`src/rtl/mem_pkg.sv`:
```
// mem_pkg: shared memory command encoding, I/O addresses and widths
package mem_pkg;
  localparam int MEM_DATA_W = 16;
  localparam int MEM_ADDR_W = 9;
  typedef enum logic [1:0] {MNONE = 2'b00, MREAD = 2'b01, MWRITE = 2'b10} mem_cmd_t;
  typedef enum logic [1:0] {SRC_ZERO, SRC_RAM, SRC_SW} rd_src_t;
  localparam logic [MEM_ADDR_W-1:0] LED_ADDR = 9'h100;
  localparam logic [MEM_ADDR_W-1:0] SW_ADDR = 9'h140;
endpackage

```
`src/rtl/mem_ctrl_ram.sv`:
```
// ram: single-port RAM with synchronous write and registered read
module ram
  import mem_pkg::*;
#(
  parameter int WIDTH = MEM_DATA_W,
  parameter int DEPTH = 256,
  parameter int AW = $clog2(DEPTH),
  parameter string INIT_FILE = ""
) (
  input  logic             clk,
  input  logic             we,
  input  logic             re,
  input  logic [AW-1:0]    addr,
  input  logic [WIDTH-1:0] d,
  output logic [WIDTH-1:0] q
);
  logic [WIDTH-1:0] r_mem [DEPTH];
  // write commits at the edge; read data is held until the next read
  always_ff @(posedge clk) begin
    if (we) r_mem[addr] <= d;
    if (re) q <= r_mem[addr];
  end
endmodule

```
`src/rtl/mem_ctrl.sv`:
```
// mem_ctrl: PC/daddr/IR registers, RAM and memory-mapped switch/LED ports
module mem_ctrl
  import mem_pkg::*;
#(
  parameter int DATA_W = MEM_DATA_W,
  parameter int ADDR_W = MEM_ADDR_W,
  parameter int RAM_WORDS = 256,
  parameter string INIT_FILE = "data.txt"
) (
  input  logic              clk,
  input  logic              reset,
  input  logic [1:0]        mem_cmd,
  input  logic              addr_sel,
  input  logic              load_pc,
  input  logic              reset_pc,
  input  logic              load_ir,
  input  logic              load_addr,
  input  logic [DATA_W-1:0] datapath_out,
  input  logic [7:0]        sw,
  output logic [DATA_W-1:0] ir,
  output logic [DATA_W-1:0] mdata,
  output logic [ADDR_W-1:0] pc,
  output logic [ADDR_W-1:0] mem_addr,
  output logic [7:0]        ledr,
  output logic              mem_err
);
  localparam int RA_W = $clog2(RAM_WORDS);
  localparam logic [ADDR_W:0] RAM_LIM = (ADDR_W+1)'(RAM_WORDS);
  logic [ADDR_W-1:0] r_pc, r_daddr;
  logic [DATA_W-1:0] r_ir;
  logic [7:0]        r_ledr, r_sw;
  logic              r_err;
  rd_src_t           r_src;
  logic [ADDR_W-1:0] w_addr;
  logic              w_in_ram, w_rd, w_wr, w_ram_we, w_ram_re;
  logic [DATA_W-1:0] w_ram_q, w_mdata;
  // address mux, access decode and read-data source selection
  always_comb begin
    w_addr = addr_sel ? r_pc : r_daddr;
    w_in_ram = {1'b0, w_addr} < RAM_LIM;
    w_rd = mem_cmd == MREAD;
    w_wr = mem_cmd == MWRITE;
    w_ram_we = !reset && w_wr && w_in_ram;
    w_ram_re = !reset && w_rd && w_in_ram;
    w_mdata = r_src == SRC_RAM ? w_ram_q : r_src == SRC_SW ? {{(DATA_W-8){1'b0}}, r_sw} : '0;
  end
  ram #(.WIDTH(DATA_W), .DEPTH(RAM_WORDS), .INIT_FILE(INIT_FILE)) u_ram (
    .clk (clk),
    .we  (w_ram_we),
    .re  (w_ram_re),
    .addr(w_addr[RA_W-1:0]),
    .d   (datapath_out),
    .q   (w_ram_q)
  );
  // architectural registers; r_src remembers which source the last read came from
  always_ff @(posedge clk) begin
    if (reset) begin
      r_pc <= '0;
      r_daddr <= '0;
      r_ir <= '0;
      r_ledr <= '0;
      r_sw <= '0;
      r_err <= 1'b0;
      r_src <= SRC_ZERO;
    end else begin
      if (load_pc) r_pc <= reset_pc ? '0 : r_pc + 1'b1;
      if (load_addr) r_daddr <= datapath_out[ADDR_W-1:0];
      if (load_ir) r_ir <= w_mdata;
      if (w_rd) r_src <= w_in_ram ? SRC_RAM : w_addr == SW_ADDR ? SRC_SW : SRC_ZERO;
      if (w_rd && w_addr == SW_ADDR) r_sw <= sw;
      if (w_wr && w_addr == LED_ADDR) r_ledr <= datapath_out[7:0];
      if ((w_wr && !w_in_ram && w_addr != LED_ADDR) || mem_cmd == 2'b11) r_err <= 1'b1;
    end
  end
  assign ir = r_ir;
  assign mdata = w_mdata;
  assign pc = r_pc;
  assign mem_addr = w_addr;
  assign ledr = r_ledr;
  assign mem_err = r_err;
endmodule

```
`config.mk`:
```
export PLATFORM = sky130hd
export DESIGN_NAME = mem_ctrl
export DESIGN_NICKNAME = d
export VERILOG_FILES = /design/src/rtl/mem_pkg.sv /design/src/rtl/mem_ctrl_ram.sv /design/src/rtl/mem_ctrl.sv
export SDC_FILE = /design/constraint.sdc
export NUM_CORES = 2
export LEC_CHECK = 0
export CAP_MARGIN = 20
export CORE_MARGIN = 5
export CORE_UTILIZATION = 50
export DETAILED_ROUTE_END_ITERATION = 16
export GPL_TIMING_DRIVEN = 0
export PLACE_DENSITY_LB_ADDON = 0.25
export SLEW_MARGIN = 20
export SYNTH_ARGS = -nofsm -noshare
export SYNTH_HDL_FRONTEND = slang
export SYNTH_SLANG_ARGS = --single-unit
```
`constraint.sdc`:
```
create_clock -name clk -period 3.1 [get_ports clk]
set_input_delay 0.465 -clock clk [delete_from_list [all_inputs] [get_ports clk]]
set_output_delay 0.465 -clock clk [all_outputs]
set_load 0.01 [all_outputs]
```
After elaboration in Yosys (flattened, before gate mapping)

Memory sizes are Yosys's and may differ from the RTL's. A register that Yosys moved wholly into a read port is not among the register bits.
Index checks and enable logic that the tools add are counted.

Flip-flop bits (word level): 53
Bits in writable memories: 4096
Input port bits: 33
Word-level logic and storage cells: 37
Memories kept: 1

Memory list:

| memory      | depth | bits a word | read ports | clocked after memory_dff | write ports | line               | RTL |
|---|---|---|---|---|---|---|---|
| u_ram.r_mem | 256   | 16          | 1          | 1                        | 1           | mem_ctrl_ram.sv:17 | `logic [WIDTH-1:0] r_mem [DEPTH];` |

Add/sub/neg operators: 1
Magnitude comparators: 1
Equality and inequality tests: 8
Muxes and demuxes: 8
Reductions and logical operators: 11

Operator list:

| operator                                           | count |
|---|---|
| == test 9 bit (second input constant)              | 2 |
| two-way mux 9 bit                                  | 2 |
| two-way mux 16 bit                                 | 1 |
| adder 9 x 1 -> 9 bit (second input constant)       | 1 |
| less-than comparator 9 bit (second input constant) | 1 |
| != test 9 bit (second input constant)              | 1 |
| logical AND 1 bit                                  | 8 |
| two-way mux 8 bit                                  | 1 |
| == test 2 bit (second input constant)              | 3 |
| == test 2 x 1 -> 1 bit (second input constant)     | 2 |
| two-way mux 2 bit                                  | 2 |
| zero test 1 bit                                    | 2 |
| two-way mux 1 bit                                  | 2 |
| logical OR 1 bit                                   | 1 |

Longest topological paths before layout

Depth in word-level cells: 6
Gate-level depth with buffers: 12
Mapped depth without buffers: 7

Modules after synthesis

From an unflattened synthesis, not the netlist that was laid out.

Cell total of the unflattened synthesis: 6987
Area, all modules: 157995.3 µm²

By module, submodules not included:

| module   | times used | cells an instance | area an instance (µm²) |
|---|---|---|---|
| ram      | 1          | 6727              | 155559.2 |
| mem_ctrl | 1          | 260               | 2436.1 |

Worst setup path before layout

No wires, ideal clock.

Path type: input port to flip-flop
Start: input addr_sel
End: memory u_ram.r_mem[22][0] in the netlist's numbering, enable pin
Arrival: 2.866 ns
Required time: 2.712 ns
Setup slack: -0.154 ns
Stages: 10
Path buffers: 5
Cell sequence: buf_4 > buf_4 > buf_2 > mux2i_1 > inv_1 > nor2_1 > clkbuf_1 > nand2_1 > clkbuf_1 > nor2_1

Word-level cells in the longest chain between the ends: 5

Ends and longest elaborated chain:

| what                                    | line               | RTL |
|---|---|---|
| from (decl)                             | mem_ctrl.sv:13     | `input logic addr_sel,` |
| two-way mux 9 bit *                     | mem_ctrl.sv:39     | `w_addr = addr_sel ? r_pc : r_daddr;` |
| via mem_addr[7]                         | mem_ctrl.sv:23     | `output logic [ADDR_W-1:0] mem_addr,` |
| less-than comparator 9 bit              | mem_ctrl.sv:40     | `w_in_ram = {1'b0, w_addr} < RAM_LIM;` |
| logical AND 1 bit                       | mem_ctrl.sv:43     | `w_ram_we = !reset && w_wr && w_in_ram;` |
| two-way mux 1 bit                       | mem_ctrl_ram.sv:20 | `if (we) r_mem[addr] <= d;` |
| two-way mux 1 bit (implied by the code) | mem_ctrl_ram.sv:20 |  |
| to (decl)                               | mem_ctrl_ram.sv:17 |  |

The timed path passes the listed nets; every way through them passes the cells marked *.

Final worst setup path

Start: register r_daddr[1]
End: register u_ram.q[4] (read register of u_ram.r_mem) (data pin)

Word-level cells in the longest chain between the ends: 3

Ends and longest elaborated chain:

| what                       | line               | RTL |
|---|---|---|
| from (decl)                | mem_ctrl.sv:29     | `logic [ADDR_W-1:0] r_pc, r_daddr;` |
| from (signal assigned)     | mem_ctrl.sv:67     | `if (load_addr) r_daddr <= datapath_out[ADDR_W-1:0];` |
| two-way mux 9 bit *        | mem_ctrl.sv:39     |  |
| less-than comparator 9 bit | mem_ctrl.sv:40     |  |
| logical AND 1 bit          | mem_ctrl.sv:44     | `w_ram_re = !reset && w_rd && w_in_ram;` |
| to (decl)                  | mem_ctrl_ram.sv:15 | `output logic [WIDTH-1:0] q` |

Mark *: on every way between the ends. The rest lies on a longest branch, timed or not.
A chain may end at the register's enable or synchronous reset.

==> results.ini <==
[min_path]
hold_path_class = in -> reg
min_path_cells = 3
holdPathEnd = r_sw[1]
min-delay-start = sw[1]

[sta]
hold_ws_ns = 0.1551
finalMaxSlewViolations = 0
setup_viol = 1510
tightest_slew_ns = 1.210
finalCritPeriodShare = 1.210
min_period_ns = 3.750
hold_viol = 0
fin_skew_ns = 0.06321
relSlewSlack = 0.1933
fmax_mhz = 266.6
rsz0062_at_grt = yes
setup_slack_ns = -0.6505

[clock_network]
path_clk_slew_ns = 0.07
clock_latency_ns = 0.98
cts_made_buffers = 413
cts.sinks = 4165
cts_tree = done
clockBufferDepth = 4
htreeDepth = 5
root_buffer = clkbuf_16

[run_status]
failed_checks = negative setup slack
status = finished, violations left

[die]
die_area_mm2 = 0.3252
die-width_um = 570.2
num_rows = 205
die_y_um = 570.2
core_area_mm2 = 0.3122
ios = 92
initial_core_util = 0.5028

[detailed_routing]
via_per_inst = 6.546
firstDrtPassIters = 9
wire_per_inst_um = 37.52
wirelength_um = 463100
drc = 0
detail-route-antenna-nets = 0
drtIter0Drc = 12070
vias = 80800

[synthesis]
synth_cell_types = 37
ys_seq_elements = 4165
synth_top_family_by_area = multiplexers
synth-compound-area-share = 0.02896
avgSynthCellArea_um2 = 23.06
yosysWarnings = 0
synth_cells = 6806
synth_fp_nets = 6840
synthAdderAreaFrac = 0.00007973
synth_seq_area_share = 0.7936
synth-simple-area-share = 0.01663
yosys-mux-area-fraction = 0.1498
synth.cell_area_mm2 = 0.1569
synth_xor_area_frac = 0.0002232

[setup_path]
crit_slowest_cell = o21ai_4
cp_max_fo = 10
crit_start = r_daddr[1]
r2r_end = u_ram.q[4]
path_cells = mux2i_4, clkinvlp_2, buf_4, clkbuf_8, buf_4, mux4_2, a22oi_2, nand4_1, o21ai_4, nand4_1
regToRegStartpoint = r_daddr[1]
crit_required_ns = 3.73
reg2reg_depth = 10
worstSetupEndpointType = register
critPathLaunchType = register
critPathKind = reg -> reg
critPathBufInv = 4
regToRegSetupSlack_ns = -0.65
cp.arrival_ns = 4.38
critPathTopFamily = buffers and inverters
worst_path_largest_cell_delay_ns = 0.56

[grt]
antenna_found_initial = 30
grt_pass1_vias = 79490
grt_max_degree = 129
grt_pass1_wl_um = 635000
gr-usage-all-layers = 0.2821
grt_overflow = 0

[place]
dp_hpwl_um = 315600
place.port_buffers = 89
dpl_cell_area_mm2 = 0.1689
placedCellCount = 11370
finalWeightedCongestion = 1.035

[cells_and_area]
finalNonFillerCells = 12340
seq_area_mm2 = 0.1246
nFillCells = 21010
multi_input_area_mm2 = 0.03401
final_area_mm2 = 0.1884
area_growth_pct = 20.07
drive_gt1_frac = 0.3716
final_common_cell = edfxtp_1
final_cell_mix = 4112 x edfxtp_1, 1024 x mux4_2, 424 x clkbuf_16
nets = 7875
fin_util = 0.6037

[power_and_ir_drop]
power_frac_seq = 0.525
vdd_ir_drop_max_mv = 0.5064
power-per-cell-area_mw_per_mm2 = 626.1
swShare = 0.2154
leakagePower_nw = 57.66
share_comb_of_total_power = 0.053
switchingPower_mw = 25.41
p_int_mw = 92.56
pwr-share-clk = 0.423

[flow_run]
maxCapViolations = 0

[layer usage]
| metal | GRT usage | up-vias | part of all wire |
|---|---|---|---|
| li1 | - | 31500 | - |
| met1 | 0.3802 | 42830 | 0.36 |
| met2 | 0.4238 | 5428 | 0.46 |
| met3 | 0.08509 | 1033 | 0.12 |
| met4 | 0.1380 | 10 | 0.062 |
| met5 | 0.004462 | - | 0.00057 |
[power groups by stage]
| stage | sequential [mW] | combinational (mW) | clock [mW] |
|---|---|---|---|
| floorplan | 63.1 | 2.62 | 0 |
| CTS | 61.9 | 5.97 | 50.3 |
| detailed placement | 63.1 | 5.50 | 0 |
| global route | 61.9 | 6.40 | 52.7 |
| global placement | 63.8 | 5.14 | 0 |
| finish | 61.9 | 6.22 | 49.8 |
[cell families after synthesis]
family / count (synthesis)
xor gates and xnor gates: 4
and+or+nand+nor: 554
AOI/OAI and AO/OA: 622
DFF: 4165
muxes: 1067
buffers and inverters: 393
adders and majority gates: 1
[worst register-to-register path, cell delays in order (launching register included)]
cell and delay [ns]:
dfxtp_1 0.38, mux2i_4 0.31, clkinvlp_2 0.23, buf_4 0.21
clkbuf_8 0.22, buf_4 0.24, mux4_2 0.32, a22oi_2 0.25
nand4_1 0.44, o21ai_4 0.57, nand4_1 0.24
[worst max-delay path by stage]
stage                                     to  cells past startpoint
after global routing              u_ram.q[3]                     11
final                             u_ram.q[4]                     10
after CTS                         u_ram.q[4]                     11
after floorplan           u_ram.r_mem[22][0]                     10
after global placement    u_ram.r_mem[60][8]                      1
after detailed placement         u_ram.q[13]                     11
[state kept, by name, indices dropped and copies added (netlist names)]
signal,cells
u_ram.r_mem,4096
r_sw,8
r_daddr,9
u_ram.q,16
pc,9
ir,16
mem_err,1
ledr,8
r_src,2
[synthesized netlist by cell type]
library cell / count / share of area
edfxtp_1: 4112 / 0.79
mux4_2: 1024 / 0.15
a22oi_1: 513 / 0.025
nor2_1: 307 / 0.0073
clkbuf_1: 212 / 0.0051
nand4_1: 148 / 0.0059
buf_2: 146 / 0.0047
dfxtp_1: 53 / 0.0068
o21ai_0: 50 / 0.0016
nand2_1: 48 / 0.0011
mux2i_1: 37 / 0.0024
buf_1: 26 / 0.00062
a21oi_1: 17 / 0.00054
o21ai_1: 17 / 0.00054
a22oi_2: 15 / 0.0012
nand2b_1: 12 / 0.00048
a22o_1: 8 / 0.00045
and2_1: 8 / 0.00032
nand3b_1: 7 / 0.00033
or3_1: 6 / 0.00024
or3b_2: 6 / 0.00033
mux2_2: 5 / 0.00036
xor2_1: 4 / 0.00022
buf_4: 3 / 0.00014
nand3_1: 3 / 0.000096
nor2b_1: 3 / 0.00012
a21o_1: 2 / 0.000096
buf_6: 2 / 0.00014
inv_1: 2 / 0.000048
inv_2: 2 / 0.000048
nor3_1: 2 / 0.000064
and3_1: 1 / 0.000040
ha_1: 1 / 0.000080
mux2i_4: 1 / 0.00014
nand2_2: 1 / 0.000040
nor2_4: 1 / 0.000072
nor3_4: 1 / 0.00010
[area by class of cell]
type                       instances  area share
sequential                      4165      0.6610
multi-input combinational       2248      0.1805
clock buffer                     503     0.05708
timing repair buffer             620     0.04256
tap                             4140     0.02749
buffer                           387     0.01687
clock inverter                   259     0.01416
antenna                           16   0.0002125
inverter                           4  0.00009296
timing repair inverter             2  0.00006640
[repair_timing]
action | CTS | global route
setup buffers | 67 | 105
hold buffers | 16 | 0
gates resized for setup | 865 | 309
hold endpoints to repair | 513 | 0
setup endpoints to repair | 4142 | 3258
cloned | 5 | 2
pin swaps | 139 | 152
[per-stage QoR]
stage | setup slack (ns) | TNS [ns] | total power [mW]
after floorplan | -0.1541 | -289.80 | 65.72
after global placement | -7.375 | - | 68.98
after detailed placement | -2.605 | -4922.17 | 68.60
after CTS | -0.3469 | -150.00 | 118.1
after global routing | -0.5812 | -120.74 | 120.9
final | -0.6505 | -153.65 | 118.0
Power figures use the tool's default switching activity.
